## src/rtl/store_drain_buffer_if.sv

```systemverilog
`default_nettype none
// ===========================================================================
// store_drain_buffer_if : core store port plus memory drain port and status
// Revision: 1.0
// ===========================================================================
interface store_drain_buffer_if #(
  parameter int ERR_W = 8
);
  logic             st_valid;
  logic [31:0]      st_addr;
  logic [31:0]      st_data;
  logic [2:0]       st_width;
  logic             stall;

  logic             mem_req;
  logic             mem_ready;
  logic [31:0]      mem_addr;
  logic [3:0]       mem_be;
  logic [31:0]      mem_wdata;

  logic             empty;
  logic             misaligned_err;
  logic [ERR_W-1:0] err_count;

  modport master (
    output st_valid, st_addr, st_data, st_width, mem_ready,
    input  stall, mem_req, mem_addr, mem_be, mem_wdata,
           empty, misaligned_err, err_count
  );

  modport slave (
    input  st_valid, st_addr, st_data, st_width, mem_ready,
    output stall, mem_req, mem_addr, mem_be, mem_wdata,
           empty, misaligned_err, err_count
  );
endinterface
`default_nettype wire

```

## src/rtl/store_drain_buffer.sv

```systemverilog
`default_nettype none
// ===========================================================================
// store_drain_buffer : lane-formats core stores into an in-order FIFO and
// drains them over req/ready. Optional macro STORE_COALESCE_EN merges a store
// into the youngest entry when it targets the same word.
// Revision: 1.0
// ===========================================================================
module store_drain_buffer #(
  parameter int DEPTH = 4,
  parameter int ERR_W = 8
) (
  input  logic                clk,
  input  logic                reset_n,
  store_drain_buffer_if.slave bus
);

  localparam int          AW       = $clog2(DEPTH);
  localparam logic [AW:0] CNT_FULL = (AW+1)'(DEPTH);
  localparam logic [AW:0] CNT_ONE  = (AW+1)'(1);

  typedef enum logic [0:0] {
    S_IDLE = 1'b0,
    S_REQ  = 1'b1
  } state_e;

  state_e state_q, state_d;

  logic [AW:0]      wr_ptr_q, wr_ptr_d;
  logic [AW:0]      rd_ptr_q, rd_ptr_d;
  logic [AW:0]      count;
  logic [AW-1:0]    wr_idx, rd_idx, tail_idx;
  logic             full;
  logic             push, pop, req;

  logic [29:0]      ent_addr_q [DEPTH];
  logic [3:0]       ent_be_q   [DEPTH];
  logic [31:0]      ent_data_q [DEPTH];

  logic             legal;
  logic [3:0]       fmt_be;
  logic [31:0]      fmt_data;
  logic             err_inc;
  logic             err_flag_q;
  logic [ERR_W-1:0] err_cnt_q;

  // Pointers carry an extra wrap bit so full and empty stay distinguishable.
  assign count    = wr_ptr_q - rd_ptr_q;
  assign full     = (count == CNT_FULL);
  assign wr_idx   = wr_ptr_q[AW-1:0];
  assign rd_idx   = rd_ptr_q[AW-1:0];
  assign tail_idx = wr_idx - 1'b1;

  always_comb begin
    legal    = 1'b0;
    fmt_be   = 4'b0000;
    fmt_data = bus.st_data;
    case (bus.st_width)
      3'b000: begin
        legal    = 1'b1;
        fmt_be   = 4'b0001 << bus.st_addr[1:0];
        fmt_data = {4{bus.st_data[7:0]}};
      end
      3'b001: begin
        legal    = ~bus.st_addr[0];
        fmt_be   = bus.st_addr[1] ? 4'b1100 : 4'b0011;
        fmt_data = {2{bus.st_data[15:0]}};
      end
      3'b010: begin
        legal    = (bus.st_addr[1:0] == 2'b00);
        fmt_be   = 4'b1111;
        fmt_data = bus.st_data;
      end
      default: begin
        legal = 1'b0;
      end
    endcase
  end

  assign pop     = req & bus.mem_ready;
  assign err_inc = bus.st_valid & ~legal & ~full;

`ifdef STORE_COALESCE_EN
  logic        merge;
  logic [31:0] merge_data;

  // A single-entry FIFO being accepted this cycle cannot absorb a merge.
  assign merge = bus.st_valid & legal & (count != '0)
               & (ent_addr_q[tail_idx] == bus.st_addr[31:2])
               & ~((count == CNT_ONE) & pop);
  assign push  = bus.st_valid & legal & ~merge & ~full;

  always_comb begin
    merge_data = ent_data_q[tail_idx];
    for (int b = 0; b < 4; b++) begin
      if (fmt_be[b]) begin
        merge_data[b*8 +: 8] = fmt_data[b*8 +: 8];
      end
    end
  end
`else
  assign push = bus.st_valid & legal & ~full;
`endif

  assign wr_ptr_d = wr_ptr_q + {{AW{1'b0}}, push};
  assign rd_ptr_d = rd_ptr_q + {{AW{1'b0}}, pop};

  generate
    for (genvar i = 0; i < DEPTH; i++) begin : g_entry
      localparam logic [AW-1:0] IDX = AW'(i);
      always_ff @(posedge clk or negedge reset_n) begin
        if (!reset_n) begin
          ent_addr_q[i] <= '0;
          ent_be_q[i]   <= '0;
          ent_data_q[i] <= '0;
        end else if (push && (wr_idx == IDX)) begin
          ent_addr_q[i] <= bus.st_addr[31:2];
          ent_be_q[i]   <= fmt_be;
          ent_data_q[i] <= fmt_data;
        end
`ifdef STORE_COALESCE_EN
        else if (merge && (tail_idx == IDX)) begin
          ent_be_q[i]   <= ent_be_q[i] | fmt_be;
          ent_data_q[i] <= merge_data;
        end
`endif
      end
    end
  endgenerate

  always_ff @(posedge clk or negedge reset_n) begin
    if (!reset_n) begin
      state_q  <= S_IDLE;
      wr_ptr_q <= '0;
      rd_ptr_q <= '0;
    end else begin
      state_q  <= state_d;
      wr_ptr_q <= wr_ptr_d;
      rd_ptr_q <= rd_ptr_d;
    end
  end

  // Entering REQ on the push edge gives one-cycle latency from an empty FIFO.
  always_comb begin
    state_d = state_q;
    req     = 1'b0;
    case (state_q)
      S_IDLE: begin
        if (wr_ptr_d != rd_ptr_q) begin
          state_d = S_REQ;
        end
      end
      S_REQ: begin
        req = 1'b1;
        if (pop && (wr_ptr_d == rd_ptr_d)) begin
          state_d = S_IDLE;
        end
      end
      default: begin
        state_d = S_IDLE;
      end
    endcase
  end

  always_ff @(posedge clk or negedge reset_n) begin
    if (!reset_n) begin
      err_flag_q <= 1'b0;
      err_cnt_q  <= '0;
    end else if (err_inc) begin
      err_flag_q <= 1'b1;
      if (err_cnt_q != '1) begin
        err_cnt_q <= err_cnt_q + 1'b1;
      end
    end
  end

  assign bus.stall          = full;
  assign bus.empty          = (count == '0);
  assign bus.mem_req        = req;
  assign bus.mem_addr       = req ? {ent_addr_q[rd_idx], 2'b00} : '0;
  assign bus.mem_be         = req ? ent_be_q[rd_idx] : '0;
  assign bus.mem_wdata      = req ? ent_data_q[rd_idx] : '0;
  assign bus.misaligned_err = err_flag_q;
  assign bus.err_count      = err_cnt_q;

endmodule
`default_nettype wire

```

## src/flat_wrapper.sv

```systemverilog
// flat-port wrapper written by rule: the top's interface ports become plain ports
module store_drain_buffer_flat 
#(
  parameter int DEPTH = 4,
  parameter int ERR_W = 8
)
  (clk, reset_n, bus_st_valid, bus_st_addr, bus_st_data, bus_st_width, bus_mem_ready, bus_stall, bus_mem_req, bus_mem_addr, bus_mem_be, bus_mem_wdata, bus_empty, bus_misaligned_err, bus_err_count);
  store_drain_buffer_if #(.ERR_W(ERR_W)) bus_i ();
  input  logic clk;
  input  logic reset_n;
  input wire logic [$bits(bus_i.st_valid)-1:0] bus_st_valid;
  input wire logic [$bits(bus_i.st_addr)-1:0] bus_st_addr;
  input wire logic [$bits(bus_i.st_data)-1:0] bus_st_data;
  input wire logic [$bits(bus_i.st_width)-1:0] bus_st_width;
  input wire logic [$bits(bus_i.mem_ready)-1:0] bus_mem_ready;
  output wire logic [$bits(bus_i.stall)-1:0] bus_stall;
  output wire logic [$bits(bus_i.mem_req)-1:0] bus_mem_req;
  output wire logic [$bits(bus_i.mem_addr)-1:0] bus_mem_addr;
  output wire logic [$bits(bus_i.mem_be)-1:0] bus_mem_be;
  output wire logic [$bits(bus_i.mem_wdata)-1:0] bus_mem_wdata;
  output wire logic [$bits(bus_i.empty)-1:0] bus_empty;
  output wire logic [$bits(bus_i.misaligned_err)-1:0] bus_misaligned_err;
  output wire logic [$bits(bus_i.err_count)-1:0] bus_err_count;
  assign bus_i.st_valid = bus_st_valid;
  assign bus_i.st_addr = bus_st_addr;
  assign bus_i.st_data = bus_st_data;
  assign bus_i.st_width = bus_st_width;
  assign bus_i.mem_ready = bus_mem_ready;
  assign bus_stall = bus_i.stall;
  assign bus_mem_req = bus_i.mem_req;
  assign bus_mem_addr = bus_i.mem_addr;
  assign bus_mem_be = bus_i.mem_be;
  assign bus_mem_wdata = bus_i.mem_wdata;
  assign bus_empty = bus_i.empty;
  assign bus_misaligned_err = bus_i.misaligned_err;
  assign bus_err_count = bus_i.err_count;
  store_drain_buffer #(.DEPTH(DEPTH), .ERR_W(ERR_W)) u_core (.clk(clk), .reset_n(reset_n), .bus(bus_i));
endmodule
```

## config.mk

```make
export PLATFORM = sky130hd
export DESIGN_NAME = store_drain_buffer_flat
export DESIGN_NICKNAME = d
export VERILOG_FILES = /design/src/rtl/store_drain_buffer_if.sv /design/src/rtl/store_drain_buffer.sv /design/src/flat_wrapper.sv
export SDC_FILE = /design/constraint.sdc
export NUM_CORES = 1
export LEC_CHECK = 0
export ABC_AREA = 1
export CORE_UTILIZATION = 25
export CTS_CLUSTER_DIAMETER = 150
export DETAILED_ROUTE_END_ITERATION = 10
export SLEW_MARGIN = 10
export SYNTH_ARGS = -nofsm -noshare
export SYNTH_HDL_FRONTEND = slang
export SYNTH_SLANG_ARGS = --single-unit
```

## constraint.sdc

```tcl
create_clock -name clk -period 3.4 [get_ports clk]
set_input_delay 0.68 -clock clk [delete_from_list [all_inputs] [get_ports clk]]
set_output_delay 0.68 -clock clk [all_outputs]
set_load 0.05 [all_outputs]
```

==> Flow_metrics.wiki, run 1 <==
{| class="wikitable"
! Metric !! Value
|-
| Register bit count reported by yosys || between 200 and 300
|-
| Longest Clk Path Bufs || 3
|-
| DP HPWL || ~29000 µm
|-
| Cell total after placement || about 2700
|-
| Number of nets in the finished design || 2059
|-
| Leading cell types by total area after synthesis || sky130_fd_sc_hd__dfrtp_1 48%, sky130_fd_sc_hd__nand2_1 16%, sky130_fd_sc_hd__nand4_1 12%
|-
| Hold violation count in the final report || 0
|-
| Number of antenna cells inserted || 0
|-
| Iteration-0 DRC Markers || 1430
|-
| Min-delay worst type || in2async
|-
| Number of port buffers || 148
|-
| Final sum of negative setup slack || 0 ns
|-
| GP Congestion || 0.7782
|-
| Worst setup path category || reg2out
|-
| Post-CTS setup repair buffer count || 0
|-
| Clock tree from TritonCTS || built
|-
| Switching share of total power || 0.5093
|-
| Top library cells by usage in the layout, fill and taps aside || 621 x sky130_fd_sc_hd__nand2_1, 278 x sky130_fd_sc_hd__dfrtp_1, 275 x sky130_fd_sc_hd__nor2_1, 271 x sky130_fd_sc_hd__nand4_1, 114 x sky130_fd_sc_hd__o21ai_0
|-
| Worst slew margin relative to its limit || 0.2831
|-
| Count of pins over their slew limit || 0
|-
| Part of the power in registers || 0.270
|-
| Shortest period the worst path allows || between 3 and 4 ns
|-
| Fin crit share || 0.9551
|-
| Area fraction of the dominant cell type after synthesis || 0.4839
|-
| Row count || between 80 and 90
|-
| Number of nets with antenna violations after detailed routing || 0
|-
| Data required time of the worst path || 2.72 ns
|-
| Run status || finished, final reports clean
|-
| Unrepaired setup endpoints after global routing || false
|-
| Overall Power || 20870 µW
|-
| DRC Markers || 0
|-
| Total number of vias || 14191
|-
| Share of power burned in combinational logic || 0.546
|-
| Clock root cell || sky130_fd_sc_hd__clkbuf_16
|-
| Inserted Clock Buffers || 35
|-
| Top cell type by total area after synthesis || sky130_fd_sc_hd__dfrtp_1
|-
| Total standard cell area after synthesis || 14480 µm²
|-
| Number of placed I/O pins || 151
|-
| Overall routed net length || about 52000 µm
|-
| Fin util || 0.3136
|-
| Number of max-capacitance violations reported || 0
|-
| Global-route wire length before repair || 80960 µm
|-
| Startpoint types || flip-flop
|-
| Data arrival at the endpoint of the critical path || 2.57 ns
|-
| WHS || ~0.069 ns
|-
| Worst-case clock skew || 0.02062 ns
|-
| Horizontal die dimension || 242.7 µm
|-
| Worst VDD drop || 0.001337 V
|-
| Placeable core region || 56820 µm²
|-
| Leakage power of the design || 0.008687 µW
|-
| R2R Path Start || u_core.rd_ptr_q[0]$_DFF_PN0_
|-
| Switching power || 10630 µW
|-
| Largest fanout on the critical path || 55
|-
| Clock slew at reported path FFs || roughly 0.060 ns
|-
| R2r worst-path depth || 10
|-
| Router iterations before antenna repair || 5
|-
| Clock latency reported for the late side of the worst-skew pair || 0.54 ns
|-
| CP endpoint kind || output port
|-
| Share of power burned in the clock network || 0.184
|-
| Worst reg-to-reg setup slack || 0.43 ns
|-
| Effective utilization at floorplan || 0.2548
|-
| Number of unique standard cell types used by synthesis || 25
|-
| Largest net degree at the start of global routing || about 180
|-
| GRT overflow || 0
|-
| Number of sinks on the clock net || 280
|-
| Yosys Warn Count || 0
|-
| Synthesized netlist cell count || 1932
|-
| Share of layout cells above drive strength 1 || 0.09272
|-
| WL per Instance || 18.79 µm
|-
| Seq/Total Area, Yosys || 0.4839
|-
| Vias in the first global route || about 14000
|-
| Deepest level of the CTS H-tree || 2
|-
| Most common library cell in the layout ignoring fill and taps || sky130_fd_sc_hd__nand2_1
|-
| Total internal power || 10240 µW
|-
| Vert. Die Dim || 242.7 µm
|-
| Top achievable clock speed || 307.9 MHz
|-
| Via density per instance || 5.138
|-
| Final instance count without filler cells || 2762
|-
| Count of final setup violators || 0
|-
| Die Area || 58880 µm²
|-
| Layout overhead on the synthesized area || 23.06%
|-
| Global Route Usage Sum || 0.1735
|-
| Mapped Avg Cell Area || between 7 and 8 µm²
|-
| Transition at the pin with the smallest max-transition slack || 1.075 ns
|-
| Power density cells || 1171 nW/µm²
|-
| FF-to-FF End || u_core.ent_data_q[25]$_DFFE_PN0P_
|-
| Antenna violations before repair || 1
|}
[how the worst max path moves through the flow]
stage / end / startpoint
2_1_floorplan: u_core.state_q$_DFF_PN0_ / u_core.rd_ptr_q[1]$_DFF_PN0_
3_3_place_gp: u_core.state_q$_DFF_PN0_ / bus_st_width[1]
3_5_place_dp: u_core.ent_addr_q[117]$_DFFE_PN0P_ / bus_st_width[1]
4_1_cts: bus_mem_wdata[26] / u_core.rd_ptr_q[0]$_DFF_PN0_
5_1_grt: bus_mem_wdata[8] / u_core.rd_ptr_q[0]$_DFF_PN0_
6_report: bus_mem_wdata[9] / u_core.rd_ptr_q[0]$_DFF_PN0_
[critical path, stage by stage, from the launching register on]
cell and delay [ns]:
sky130_fd_sc_hd__dfrtp_4 0.68, sky130_fd_sc_hd__buf_16 0.35, sky130_fd_sc_hd__nor2_1 0.09, sky130_fd_sc_hd__nor2_1 0.08
sky130_fd_sc_hd__o21ai_0 0.11, sky130_fd_sc_hd__a21oi_1 0.40, sky130_fd_sc_hd__buf_4 0.28
[power by group through the flow]
stage | clock [µW] | sequential [µW] | combinational [µW]
after floorplan | 0 | 5480 | 7650
after global placement | 0 | 5580 | 11200
after detailed placement | 0 | 5640 | 11300
after CTS | 3960 | 5600 | 11400
after global routing | 4080 | 5810 | 12300
final | 3850 | 5640 | 11400
[final cells by class]
class                           instances  area [µm²]
Clock inverter                         13       160.2
Multi-Input combinational cell       1450        6660
Timing Repair Buffer                  186        1902
Tap cell                              756       945.9
Clock buffer                           49        1030
Inverter                               28       107.6
Fill cell                            6058       39000
Sequential cell                       280        7012
[synthesized netlist by cell type (all sizes together)]
| cell | count |
|---|---|
| nand4 | 271 |
| xor2 | 7 |
| clkbuf | 85 |
| buf | 90 |
| o21ai | 135 |
| xnor2 | 1 |
| nand3b | 2 |
| dfrtp | 280 |
| inv | 28 |
| a21oi | 71 |
| conb | 1 |
| nor3 | 2 |
| nand3 | 50 |
| or2 | 1 |
| ha | 7 |
| nand2 | 621 |
| nor2 | 280 |
[state kept, by name, indices dropped and copies added, names as in the netlist]
| name | cells |
|---|---|
| u_core.state_q | 1 |
| u_core.rd_ptr_q | 3 |
| u_core.ent_be_q | 16 |
| u_core.ent_addr_q | 120 |
| u_core.wr_ptr_q | 3 |
| u_core.bus.err_count | 8 |
| u_core.ent_data_q | 128 |
| u_core.bus.misaligned_err | 1 |
[cell families after synthesis]
kind of cell / synth area share
and+or+nand+nor: 0.3708
DFF: 0.4839
AOI/OAI and AO/OA: 0.07224
buffers and inverters: 0.06187
xor gates and xnor gates: 0.004839
adders and majority gates: 0.006049
other: 0.0002590
[repair_timing]
action / CTS / global route
cloned: 0 / 1
endpoints found under the setup margin: 1 / 7
gates resized for setup: 1 / 1
hold buffers: 0 / 0
[metal layers]
metal,GRT usage,wire length (µm),vias up,share of wire
met3,0.03715,4580,78,0.088
met2,0.2723,24120,582,0.46
met4,0.06030,1200,2,0.023
met5,0,13,-,0.00025
met1,0.2350,22000,6954,0.42
li1,-,-,6575,-
[metrics by stage]
| stage | worst slack [ns] | cell area, µm² |
|---|---|---|
| 6_report | 0.1525 | 17820 |
| 5_1_grt | 0.05864 | 17820 |
| 4_1_cts | 0.03343 | 17790 |
| 3_5_place_dp | 0.1835 | 16590 |
| 3_3_place_gp | 0.1682 | 16590 |
| 2_1_floorplan | 0.2617 | 14480 |
Power figures use the tool's default switching activity.
==> inputs of run 2 (changes only) <==
Settings changed: ABC_AREA 1 to default.
==> Flow_metrics.wiki, run 2 <==
{| class="wikitable"
! Metric !! Value
|-
| R2r worst-path depth || 8 (-2)
|-
| Share of synthesized area spent on multiplexers || 0.2817 (+0.2817)
|-
| CP endpoint kind || output port
|-
| Data required time of the worst path || 2.72 ns (about the same)
|-
| Worst setup path category || reg2out
|-
| Mapped Avg Cell Area || 13.37 µm² (+78%)
|-
| Largest fanout on the critical path || 26 (-53%)
|-
| Fraction of registers with async set or reset after synthesis || 1.000 (unchanged)
|-
| Antenna violations before repair || 2 (+1)
|-
| Adder-cell area share of the yosys netlist || 0.006727 (+0.0006778)
|-
| Transition at the pin with the smallest max-transition slack || 0.8159 ns (-0.2595 ns)
|-
| Count of pins over their slew limit || 0 (unchanged)
|-
| Most common library cell in the layout ignoring fill and taps || sky130_fd_sc_hd__dfrtp_1
|-
| Count of final setup violators || 0 (unchanged)
|-
| GP Congestion || 0.7564 (-2.8%)
|-
| Vert. Die Dim || 230.2 µm (-5.1%)
|-
| Seq/Total Area, Yosys || 0.5382 (+0.05422)
|-
| Number of nets with antenna violations after detailed routing || 0 (unchanged)
|-
| Dpl ws || 0.2619 ns (+0.07842 ns)
|-
| Simple-gate share of the synthesized area || 0.07919 (-0.2916)
|-
| Longest Clk Path Bufs || 3 (unchanged)
|-
| Row count || 83 (-4.6%)
|-
| Min-delay worst type || in2async
|-
| Shortest period the worst path allows || 3.176 ns (-0.07174 ns)
|-
| Router iterations before antenna repair || 4 (-1)
|-
| DRC Markers || 0 (unchanged)
|-
| Iteration-0 DRC Markers || 469 (-67%)
|-
| Clock root cell || sky130_fd_sc_hd__clkbuf_16
|-
| FF-to-FF End || u_core.ent_addr_q[89]$_DFFE_PN0P_
|-
| Combined area of the multi-input logic cells || 5685 µm² (-15%)
|-
| Total number of vias || 8159 (-43%)
|-
| Run status || finished, final reports clean
|-
| Number of placed I/O pins || 151 (unchanged)
|-
| WL per Instance || 18.43 µm (-1.9%)
|-
| Effective utilization at floorplan || 0.2533 (-0.001532)
|-
| Worst-case clock skew || 0.01085 ns (-0.009764 ns)
|-
| Fin crit share || 0.9340 (-0.02110)
|-
| Top cell type by total area after synthesis || sky130_fd_sc_hd__dfrtp_1
|-
| Fill cell instance count of the final layout || 5185 (-14%)
|-
| Placeable core region || 51410 µm² (-9.5%)
|-
| Yosys Warn Count || 0 (unchanged)
|-
| DP HPWL || 21660 µm (-25%)
|-
| Die Area || 53000 µm² (-10%)
|-
| Hold violation count in the final report || 0 (unchanged)
|-
| Unrepaired setup endpoints after global routing || false
|-
| Share of layout cells above drive strength 1 || 0.3278 (+0.2351)
|-
| Total area of sequential cells || 7015 µm² (about the same)
|-
| Worst VDD drop || 0.0006983 V (-48%)
|-
| Horizontal die dimension || 230.2 µm (-5.1%)
|-
| Startpoint types || flip-flop
|-
| Power density cells || 1100 nW/µm² (-6.1%)
|-
| GRT overflow || 0 (unchanged)
|-
| Dominant combinational cell family by area after synthesis || multiplexers
|-
| Cell area reported after detailed placement || 15340 µm² (-7.6%)
|-
| XOR/XNOR share of the synthesized area || 0.009994 (+0.005155)
|-
| Leading cell types by total area after synthesis || sky130_fd_sc_hd__dfrtp_1 54%, sky130_fd_sc_hd__mux2_2 12%, sky130_fd_sc_hd__mux4_2 11%
|-
| Clock latency reported for the late side of the worst-skew pair || 0.53 ns (about the same)
|-
| Max FFs per register || 128 (unchanged)
|-
| Area fraction of the dominant cell type after synthesis || 0.5382 (+0.05422)
|-
| R2R Path Start || u_core.rd_ptr_q[1]$_DFF_PN0_
|-
| Global-route wire length before repair || 53180 µm (-34%)
|-
| Largest registers || u_core.ent_data_q (128), u_core.ent_addr_q (120), u_core.ent_be_q (16)
|-
| Most used standard cells in the synthesized netlist || 280 x sky130_fd_sc_hd__dfrtp_1, 134 x sky130_fd_sc_hd__mux2_2, 117 x sky130_fd_sc_hd__nand2_1
|-
| Compound-cell area share of the yosys netlist || 0.05343 (-0.01881)
|-
| Top achievable clock speed || 314.9 MHz (+2.3%)
|-
| Total standard cell area after synthesis || 13020 µm² (-10%)
|-
| Worst slew margin relative to its limit || 0.4561 (+0.1730)
|-
| Worst setup slack after layout || 0.2242 ns (+0.07174 ns)
|-
| Data arrival at the endpoint of the critical path || 2.50 ns (-0.07 ns)
|-
| Leakage power of the design || 0.007325 µW (-16%)
|-
| Worst reg-to-reg setup slack || 0.64 ns (+0.21 ns)
|-
| Primary FF master, synth || sky130_fd_sc_hd__dfrtp_1
|-
| Final Instance Area || 16410 µm² (-7.9%)
|-
| Number of sinks on the clock net || 280 (unchanged)
|-
| Number of unique standard cell types used by synthesis || 40 (+60%)
|-
| WHS || 0.1551 ns (+0.08627 ns)
|-
| Clock slew at reported path FFs || 0.06 ns (about the same)
|-
| Number of enable flip-flop cells after synthesis || 0 (unchanged)
|-
| Deepest level of the CTS H-tree || 2 (unchanged)
|-
| Cell with the most instances after synthesis || sky130_fd_sc_hd__dfrtp_1
|-
| Synthesized netlist cell count || 974 (-50%)
|-
| Global Route Usage Sum || 0.1296 (-0.04386)
|-
| Final sum of negative setup slack || 0 ns (unchanged)
|-
| Vias in the first global route || 8867 (-36%)
|-
| Layout overhead on the synthesized area || 26.01%
|-
| Inserted Clock Buffers || 34 (-2.9%)
|-
| Overall Power || 18050 µW (-14%)
|-
| Number of max-capacitance violations reported || 0 (unchanged)
|-
| Top library cells by usage in the layout, fill and taps aside || 277 x sky130_fd_sc_hd__dfrtp_1, 134 x sky130_fd_sc_hd__mux2_2, 117 x sky130_fd_sc_hd__nand2_1, 115 x sky130_fd_sc_hd__o21ai_0, 81 x sky130_fd_sc_hd__clkdlybuf4s50_1
|-
| Largest net degree at the start of global routing || 93 (-49%)
|-
| Number of nets in the finished design || 1201 (-42%)
|-
| Most flop-heavy register || u_core.ent_data_q
|-
| Critical path destination || bus_mem_addr[5]
|-
| Clock tree from TritonCTS || built
|-
| Source of the critical timing path || u_core.rd_ptr_q[1]$_DFF_PN0_
|-
| Number of port buffers || 148 (unchanged)
|-
| Via density per instance || 4.471 (-13%)
|-
| Overall routed net length || 33630 µm (-35%)
|-
| Register bit count reported by yosys || 280 (unchanged)
|}
run 2: cell types whose count changed after synthesis, moves of 67 or more:
cell / previous run / this run
sky130_fd_sc_hd__nor2_1: 278 / 9
sky130_fd_sc_hd__nand4_1: 271 / 0
sky130_fd_sc_hd__mux2_2: 0 / 134
sky130_fd_sc_hd__a21oi_1: 70 / 3
sky130_fd_sc_hd__nand2_1: 621 / 117
sky130_fd_sc_hd__and2_1: 0 / 68
run 2: report_power, final:
part / internal (µW) / total [µW] / switching (µW) / leakage, µW
clock network: 2040 / 3470 / 1430 / 0.000523
registers: 4850 / 5750 / 898 / 0.00352
logic: 3800 / 8830 / 5030 / 0.00328
total: 10700 / 18100 / 7360 / 0.00733
run 2: timing repair:
item                                    4_1_cts  5_1_grt
setup buffers                                 0        0
endpoints found under the setup margin       13        6
hold buffers                                  0        0
gates resized for setup                      13        6
run 2: worst min-delay path by stage:
stage	from	end	slack (ns)	cells past startpoint
global placement	u_core.ent_data_q[114]$_DFFE_PN0P_	u_core.ent_data_q[114]$_DFFE_PN0P_	0.46	2
finish	reset_n	u_core.ent_data_q[69]$_DFFE_PN0P_	0.16	1
floorplan	reset_n	u_core.bus.err_count[0]$_DFFE_PN0P_	0.38	0
global route	reset_n	u_core.ent_data_q[69]$_DFFE_PN0P_	0.20	1
detailed placement	u_core.ent_data_q[48]$_DFFE_PN0P_	u_core.ent_data_q[48]$_DFFE_PN0P_	0.47	2
CTS	reset_n	u_core.ent_data_q[69]$_DFFE_PN0P_	0.20	1
run 2: metal layers:
metal  share of wire  up-vias  GRT usage
met4           0.017        2    0.03518
met5         0.00024        -          0
met3           0.064       37    0.03274
li1                -     3751          -
met2            0.49      193     0.2156
met1            0.43     4176     0.1663
run 2: logic make-up (layout without fill, tap and decap cells):
kind of cell	after synthesis	count (layout)
flip-flops	280	280
other	1	3
multiplexers	253	253
AO/OA/AOI/OAI	129	129
XOR/XNOR	14	14
buffers and inverters	76	245
AND/OR/NAND/NOR	214	214
adder cells (fa/ha/maj)	7	7
run 2: final cells by class:
cell class | count | area share
antenna | 1 | 0.0001525
clock buffer | 49 | 0.06078
clock inverter | 8 | 0.004194
sequential | 280 | 0.4276
tap | 680 | 0.05186
timing repair buffer | 183 | 0.1078
multi-input combinational | 619 | 0.3465
inverter | 5 | 0.001144
run 2: worst max-delay path, cell delays in order (launching register included):
cell                              delay, ns
sky130_fd_sc_hd__dfrtp_4               0.73
sky130_fd_sc_hd__mux4_2                0.37
sky130_fd_sc_hd__and2_1                0.18
sky130_fd_sc_hd__clkdlybuf4s50_1       0.70
run 2: metrics by stage:
step / std cells / util
after global placement: 1767 / 0.2984
after global routing: 1825 / 0.3192
after CTS: 1824 / 0.3188
after detailed placement: 1767 / 0.2984
final: 1825 / 0.3192
after floorplan: 975 / -
